File: src/rtl/aq_f_spsram_128x8_ctrl.sv
// Requester-side controller for the 128x8 single-port SRAM macro wrapper.
// Sweeps the array to INIT_VAL after every reset, then maps a valid/ready
// request port onto the macro pins and buffers read data in a 3-entry FIFO
// so the response consumer can stall without losing the macro's Q.
module aq_f_spsram_128x8_ctrl #(
  parameter int unsigned ADDR_WIDTH = 7,
  parameter int unsigned DATA_WIDTH = 8,
  parameter logic [DATA_WIDTH-1:0] INIT_VAL = '0
) (
  input  logic                  CLK,
  input  logic                  RST,
  input  logic                  req_vld,
  output logic                  req_rdy,
  input  logic                  req_wr,
  input  logic [ADDR_WIDTH-1:0] req_addr,
  input  logic [DATA_WIDTH-1:0] req_wdata,
  input  logic [DATA_WIDTH-1:0] req_wmask,
  output logic                  rsp_vld,
  input  logic                  rsp_rdy,
  output logic [DATA_WIDTH-1:0] rsp_rdata,
  output logic                  init_done,
  output logic [ADDR_WIDTH-1:0] mem_A,
  output logic                  mem_CEN,
  output logic                  mem_GWEN,
  output logic [DATA_WIDTH-1:0] mem_WEN,
  output logic [DATA_WIDTH-1:0] mem_D,
  input  logic [DATA_WIDTH-1:0] mem_Q
);

  typedef enum logic [1:0] {
    RST_IDLE = 2'd0,
    INIT     = 2'd1,
    RUN      = 2'd2
  } state_t;

  state_t                state, state_nxt;
  logic [ADDR_WIDTH-1:0] init_cnt;
  logic                  rd_inflight;
  logic [DATA_WIDTH-1:0] fifo_mem [3];
  logic [1:0]            wptr, rptr, fifo_cnt;
  logic [2:0]            occupancy;
  logic                  accept, push, pop;

  // Pointer advance with wrap at the third entry
  function automatic logic [1:0] ptr_inc(input logic [1:0] p);
    return (p == 2'd2) ? 2'd0 : p + 2'd1;
  endfunction

  // Outstanding reads = one in the macro pipeline plus those already buffered
  assign occupancy = {1'b0, fifo_cnt} + {2'b00, rd_inflight};
  assign req_rdy   = init_done & (occupancy < 3'd3);
  assign accept    = req_vld & req_rdy;
  assign rsp_vld   = (fifo_cnt != 2'd0);
  assign rsp_rdata = fifo_mem[rptr];
  assign push      = rd_inflight;
  assign pop       = rsp_vld & rsp_rdy;

  // State register
  always_ff @(posedge CLK or posedge RST) begin
    if (RST) state <= RST_IDLE;
    else     state <= state_nxt;
  end

  // Next-state and macro pin drive
  always_comb begin
    state_nxt = state;
    mem_CEN   = 1'b1;
    mem_GWEN  = 1'b0;
    mem_WEN   = '0;
    mem_A     = '0;
    mem_D     = '0;
    case (state)
      RST_IDLE: state_nxt = INIT;
      INIT: begin
        mem_CEN  = 1'b0;
        mem_GWEN = 1'b1;
        mem_WEN  = '1;
        mem_A    = init_cnt;
        mem_D    = INIT_VAL;
        if (&init_cnt) state_nxt = RUN;
      end
      RUN: begin
        mem_CEN  = ~accept;
        mem_GWEN = req_wr;
        mem_A    = req_addr;
        mem_D    = req_wdata;
        mem_WEN  = req_wr ? req_wmask : '0;
      end
      default: state_nxt = RST_IDLE;
    endcase
  end

  // Sweep address counter and completion flag
  always_ff @(posedge CLK or posedge RST) begin
    if (RST) begin
      init_cnt  <= '0;
      init_done <= 1'b0;
    end else if (state == INIT) begin
      init_cnt <= init_cnt + 1'b1;
      if (&init_cnt) init_done <= 1'b1;
    end
  end

  // Marks the cycle in which the macro presents Q for an accepted read
  always_ff @(posedge CLK or posedge RST) begin
    if (RST) rd_inflight <= 1'b0;
    else     rd_inflight <= accept & ~req_wr;
  end

  // Response FIFO; storage is cleared on reset so rsp_rdata reads 0
  always_ff @(posedge CLK or posedge RST) begin
    if (RST) begin
      for (int unsigned i = 0; i < 3; i++) fifo_mem[i] <= '0;
      wptr     <= '0;
      rptr     <= '0;
      fifo_cnt <= '0;
    end else begin
      if (push) begin
        fifo_mem[wptr] <= mem_Q;
        wptr           <= ptr_inc(wptr);
      end
      if (pop) rptr <= ptr_inc(rptr);
      case ({push, pop})
        2'b10:   fifo_cnt <= fifo_cnt + 2'd1;
        2'b01:   fifo_cnt <= fifo_cnt - 2'd1;
        default: fifo_cnt <= fifo_cnt;
      endcase
    end
  end

endmodule

File: config.mk
export PLATFORM = sky130hd
export DESIGN_NAME = aq_f_spsram_128x8_ctrl
export DESIGN_NICKNAME = d
export VERILOG_FILES = /design/src/rtl/aq_f_spsram_128x8_ctrl.sv
export SDC_FILE = /design/constraint.sdc
export NUM_CORES = 1
export LEC_CHECK = 0
export CAP_MARGIN = 20
export CELL_PAD_IN_SITES_DETAIL_PLACEMENT = 1
export CELL_PAD_IN_SITES_GLOBAL_PLACEMENT = 1
export CORE_ASPECT_RATIO = 1.5
export CORE_MARGIN = 4
export CORE_UTILIZATION = 39
export CTS_BUF_LIST = sky130_fd_sc_hd__clkbuf_4
export DETAILED_ROUTE_END_ITERATION = 10
export PLACE_DENSITY_LB_ADDON = 0.1
export SLEW_MARGIN = 10
export SYNTH_ARGS = -nofsm -noshare
export SYNTH_HDL_FRONTEND = slang
export SYNTH_SLANG_ARGS = --single-unit
export TNS_END_PERCENT = 30
File: constraint.sdc
create_clock -name CLK -period 2.7 [get_ports CLK]
set_input_delay 0.54 -clock CLK [delete_from_list [all_inputs] [get_ports CLK]]
set_output_delay 0.54 -clock CLK [all_outputs]
set_load 0.005 [all_outputs]
==> metrics.txt <==
total inserted antenna cells=0; final weighted congestion in routability-driven placement=about 0.68; number of nets in the synthesized netlist=242; proportion of register bits with asynchronous set or reset after synthesis=100.0%; via count of the first global-routing pass=roughly 2000; clock tree skew after final layout=~16 ps; row cnt=33; aggregate global routing overflow=0; Die Span X=a little under 70 um; height of the die=99.24 um; Area Growth Syn to Fin=43.64%; total wirelength of the detailed-routed design=5448 um; wire length of the first global-routing pass=between 8000 and 9000 um; cell total after placement=about 340; sequence of cells on the critical path=inv_2, ha_4, buf_4, a22oi_1, nor2b_1, clkdlybuf4s50_1; CTS buffer count=5; worst setup path endpoint=mem_A[1]; average size of a mapped cell=about 11 sq um; Final WS setup=136.8 ps; first-iteration detailed-routing DRC count=21; initial antenna violation count=0; First-pass DRT Iterations=4; Gate Count Post-Synth=between 150 and 200; Slew Limit Headroom=60.98%; CTS tree=done; sequential share of the synthesized area=a little under half; Top delay family on crit path=buffers and inverters; final design instance area without fill=around 0.0031 sq mm; instance area after placement=around 0.003 sq mm; required time at the worst-slack endpoint=between 2000 and 2500 ps; # setup viols final=0; aggregate global-route resource usage=between 15 and 20%; count of synthesis-stage warnings from yosys=0; CP arrival=2020 ps; Detail Route Antenna Nets=0; reg2reg path depth=7; fin nets=roughly 320; reg-to-reg setup timing slack=approximately 840 ps; timing-limited maximum frequency=a little under 400 MHz; initial core utilization=around two fifths; max-cap viol count=0; pin count of the biggest net entering global routing=42; routed len/inst=approximately 15 um; total half-perimeter wirelength after legalization and detailed placement=slightly above 4000 um; number of top-level design ports=~70; share of post-route cells with drive strength above 1=between 15 and 20%; number of cells in the finished layout apart from fillers=about 350; count of flip-flops with a built-in enable after synthesis=0; worst-skew pair later-pin latency=360 ps; RSZ-0062 raised after global routing=no; most common cell after layout, fill and taps aside=sky130_fd_sc_hd__clkdlybuf4s50_1; Crit Reg-Reg Endpoint=fifo_cnt[1]; stage delay of the slowest cell on the critical path=roughly 520 ps; clock-pin slew on the worst setup and hold paths=around 130 ps; Post-Place Worst Slack=~180 ps; number of remaining DRC errors=0; IR Drop Worst-Case VDD=0.1694 mV; clock tree sinks=between 40 and 50; P per Cell Area=472.5 mW/mm^2; final critical delay including setup and external delays=about 2600 ps; via/cell ratio=about 5; Setup crit start=state[0]; Worst Tran Pin Value=between 500 and 600 ps; run status=complete, no violations; CTS H-tree depth=2; Synth Register Bits=around 40; Max Slew Vio Count=0; core region area=approximately 0.0054 sq mm; count of endpoints failing hold in the final timing report=0; count of different cell masters after synthesis=32; type of element capturing the critical path=output port; Worst Setup Path Type=reg -> out; worst path buffer plus inverter count=3; largest driver fanout on the critical path=11; setup TNS=0 ps; final worst path period share=94.93%; number of input and output port buffers inserted=71; critical path's slowest cell=sky130_fd_sc_hd__clkdlybuf4s50_1; most frequent cells in the layout=sky130_fd_sc_hd__clkdlybuf4s50_1, sky130_fd_sc_hd__dfrtp_1, sky130_fd_sc_hd__nor2_1; total number of vias=between 1500 and 2000; Die Area=0.006831 sq mm; root buffer cell=sky130_fd_sc_hd__clkbuf_4; worst hold path type=reg -> reg; netlist area before placement=approximately 0.0022 sq mm; cell count along the critical path=6; standby leakage power=roughly 1.4 nW; dominant synthesized flop cell=sky130_fd_sc_hd__dfrtp_1; type of origin of the critical path=flop; worst flop-to-flop path startpoint=fifo_cnt[0]; clock tree buffer depth=2
[synth_stat cells (2+ instances only)]
library cell,n,area (sq um)
sky130_fd_sc_hd__dfrtp_1,41,1026
sky130_fd_sc_hd__nand4_1,3,18.77
sky130_fd_sc_hd__mux2_2,17,191.4
sky130_fd_sc_hd__buf_2,2,10.01
sky130_fd_sc_hd__xor2_1,4,35.03
sky130_fd_sc_hd__nand2_1,17,63.81
sky130_fd_sc_hd__nand3_1,2,10.01
sky130_fd_sc_hd__mux2_4,8,120.1
sky130_fd_sc_hd__or3_1,2,12.51
sky130_fd_sc_hd__and2_1,9,56.30
sky130_fd_sc_hd__a22oi_1,7,52.55
sky130_fd_sc_hd__xnor2_1,5,43.79
sky130_fd_sc_hd__inv_2,2,7.510
sky130_fd_sc_hd__a21o_1,4,30.03
sky130_fd_sc_hd__inv_1,6,22.52
sky130_fd_sc_hd__nor2_1,21,78.83
sky130_fd_sc_hd__clkbuf_1,3,11.26
sky130_fd_sc_hd__ha_1,7,87.58
sky130_fd_sc_hd__o21ai_0,10,50.05
sky130_fd_sc_hd__nor2b_1,9,56.30
sky130_fd_sc_hd__mux2i_1,9,90.09
[kinds of logic (layout without fill, tap and decap cells)]
group | count (synthesis) | count (layout) | synth area share (%)
AND/OR/NAND/NOR | 69 | 69 | 16.19
flip-flops | 41 | 41 | 47.40
multiplexers | 34 | 34 | 18.56
AO/OA/AOI/OAI | 24 | 24 | 7.110
buffers and inverters | 15 | 98 | 3.063
XOR/XNOR | 9 | 9 | 3.641
adder cells (fa/ha/maj) | 7 | 7 | 4.046
[flip-flops by register name, indices dropped and copies added, names as in the netlist]
signal	count
rptr	2
state	2
init_done	1
push	1
wptr	2
fifo_mem	24
init_cnt	7
fifo_cnt	2
[where the power goes]
group,leakage [nW],switching (mW),internal (mW)
combinational,0.846,0.187,0.277
clock,0.0310,0.208,0.0984
sequential,0.512,0.0414,0.657
[worst reg2reg max path: cells and delay by family, from the launching register on]
family / cells / cell delay, ps
AND/OR/NAND/NOR: 1 / 80
AO/OA/AOI/OAI: 1 / 420
adder cells (fa/ha/maj): 1 / 230
XOR/XNOR: 2 / 330
flip-flops: 1 / 420
buffers and inverters: 2 / 270
[worst min-delay path by stage]
stage | cells past startpoint | from | end
finish | 1 | fifo_mem[8] | fifo_mem[8]
global route | 1 | init_cnt[6] | init_cnt[6]
CTS | 1 | init_cnt[6] | init_cnt[6]
detailed placement | 1 | fifo_mem[8] | fifo_mem[8]
global placement | 1 | fifo_mem[9] | fifo_mem[9]
floorplan | 1 | init_cnt[6] | init_cnt[6]
[metrics by stage]
| stage | utilization, % | hold slack (ps) | power (mW) |
|---|---|---|---|
| 2_1_floorplan | - | 462.9 | 0.9205 |
| 3_3_place_gp | 55.22 | 486.6 | 1.154 |
| 3_5_place_dp | 55.22 | 494.8 | 1.163 |
| 4_1_cts | 56.79 | 519.9 | 1.492 |
| 5_1_grt | 57.48 | 531.9 | 1.567 |
| 6_report | 57.48 | 521.1 | 1.469 |
[per-layer routing]
layer	wire length [um]	vias up	GRT usage, %
met1	2019	887	17.93
met2	2917	63	30.76
met4	80	0	5.856
met5	0	-	0
met3	431	6	5.650
li1	-	840	-
[area by class of cell]
cell class / count / area (sq um)
Inverter: 8 / 30.03
Fill cell: 590 / 2300
Clock buffer: 5 / 37.54
Timing Repair Buffer: 82 / 795.8
Clock inverter: 3 / 17.52
Sequential cell: 41 / 1028
Multi-Input combinational cell: 143 / 1112
Tap cell: 70 / 87.58
[repair_timing]
item,CTS,global route
hold buffers,0,0
setup endpoints to repair,17,16
buffers inserted,2,1
resized for setup,5,8
(Power assumes the default switching activity.)
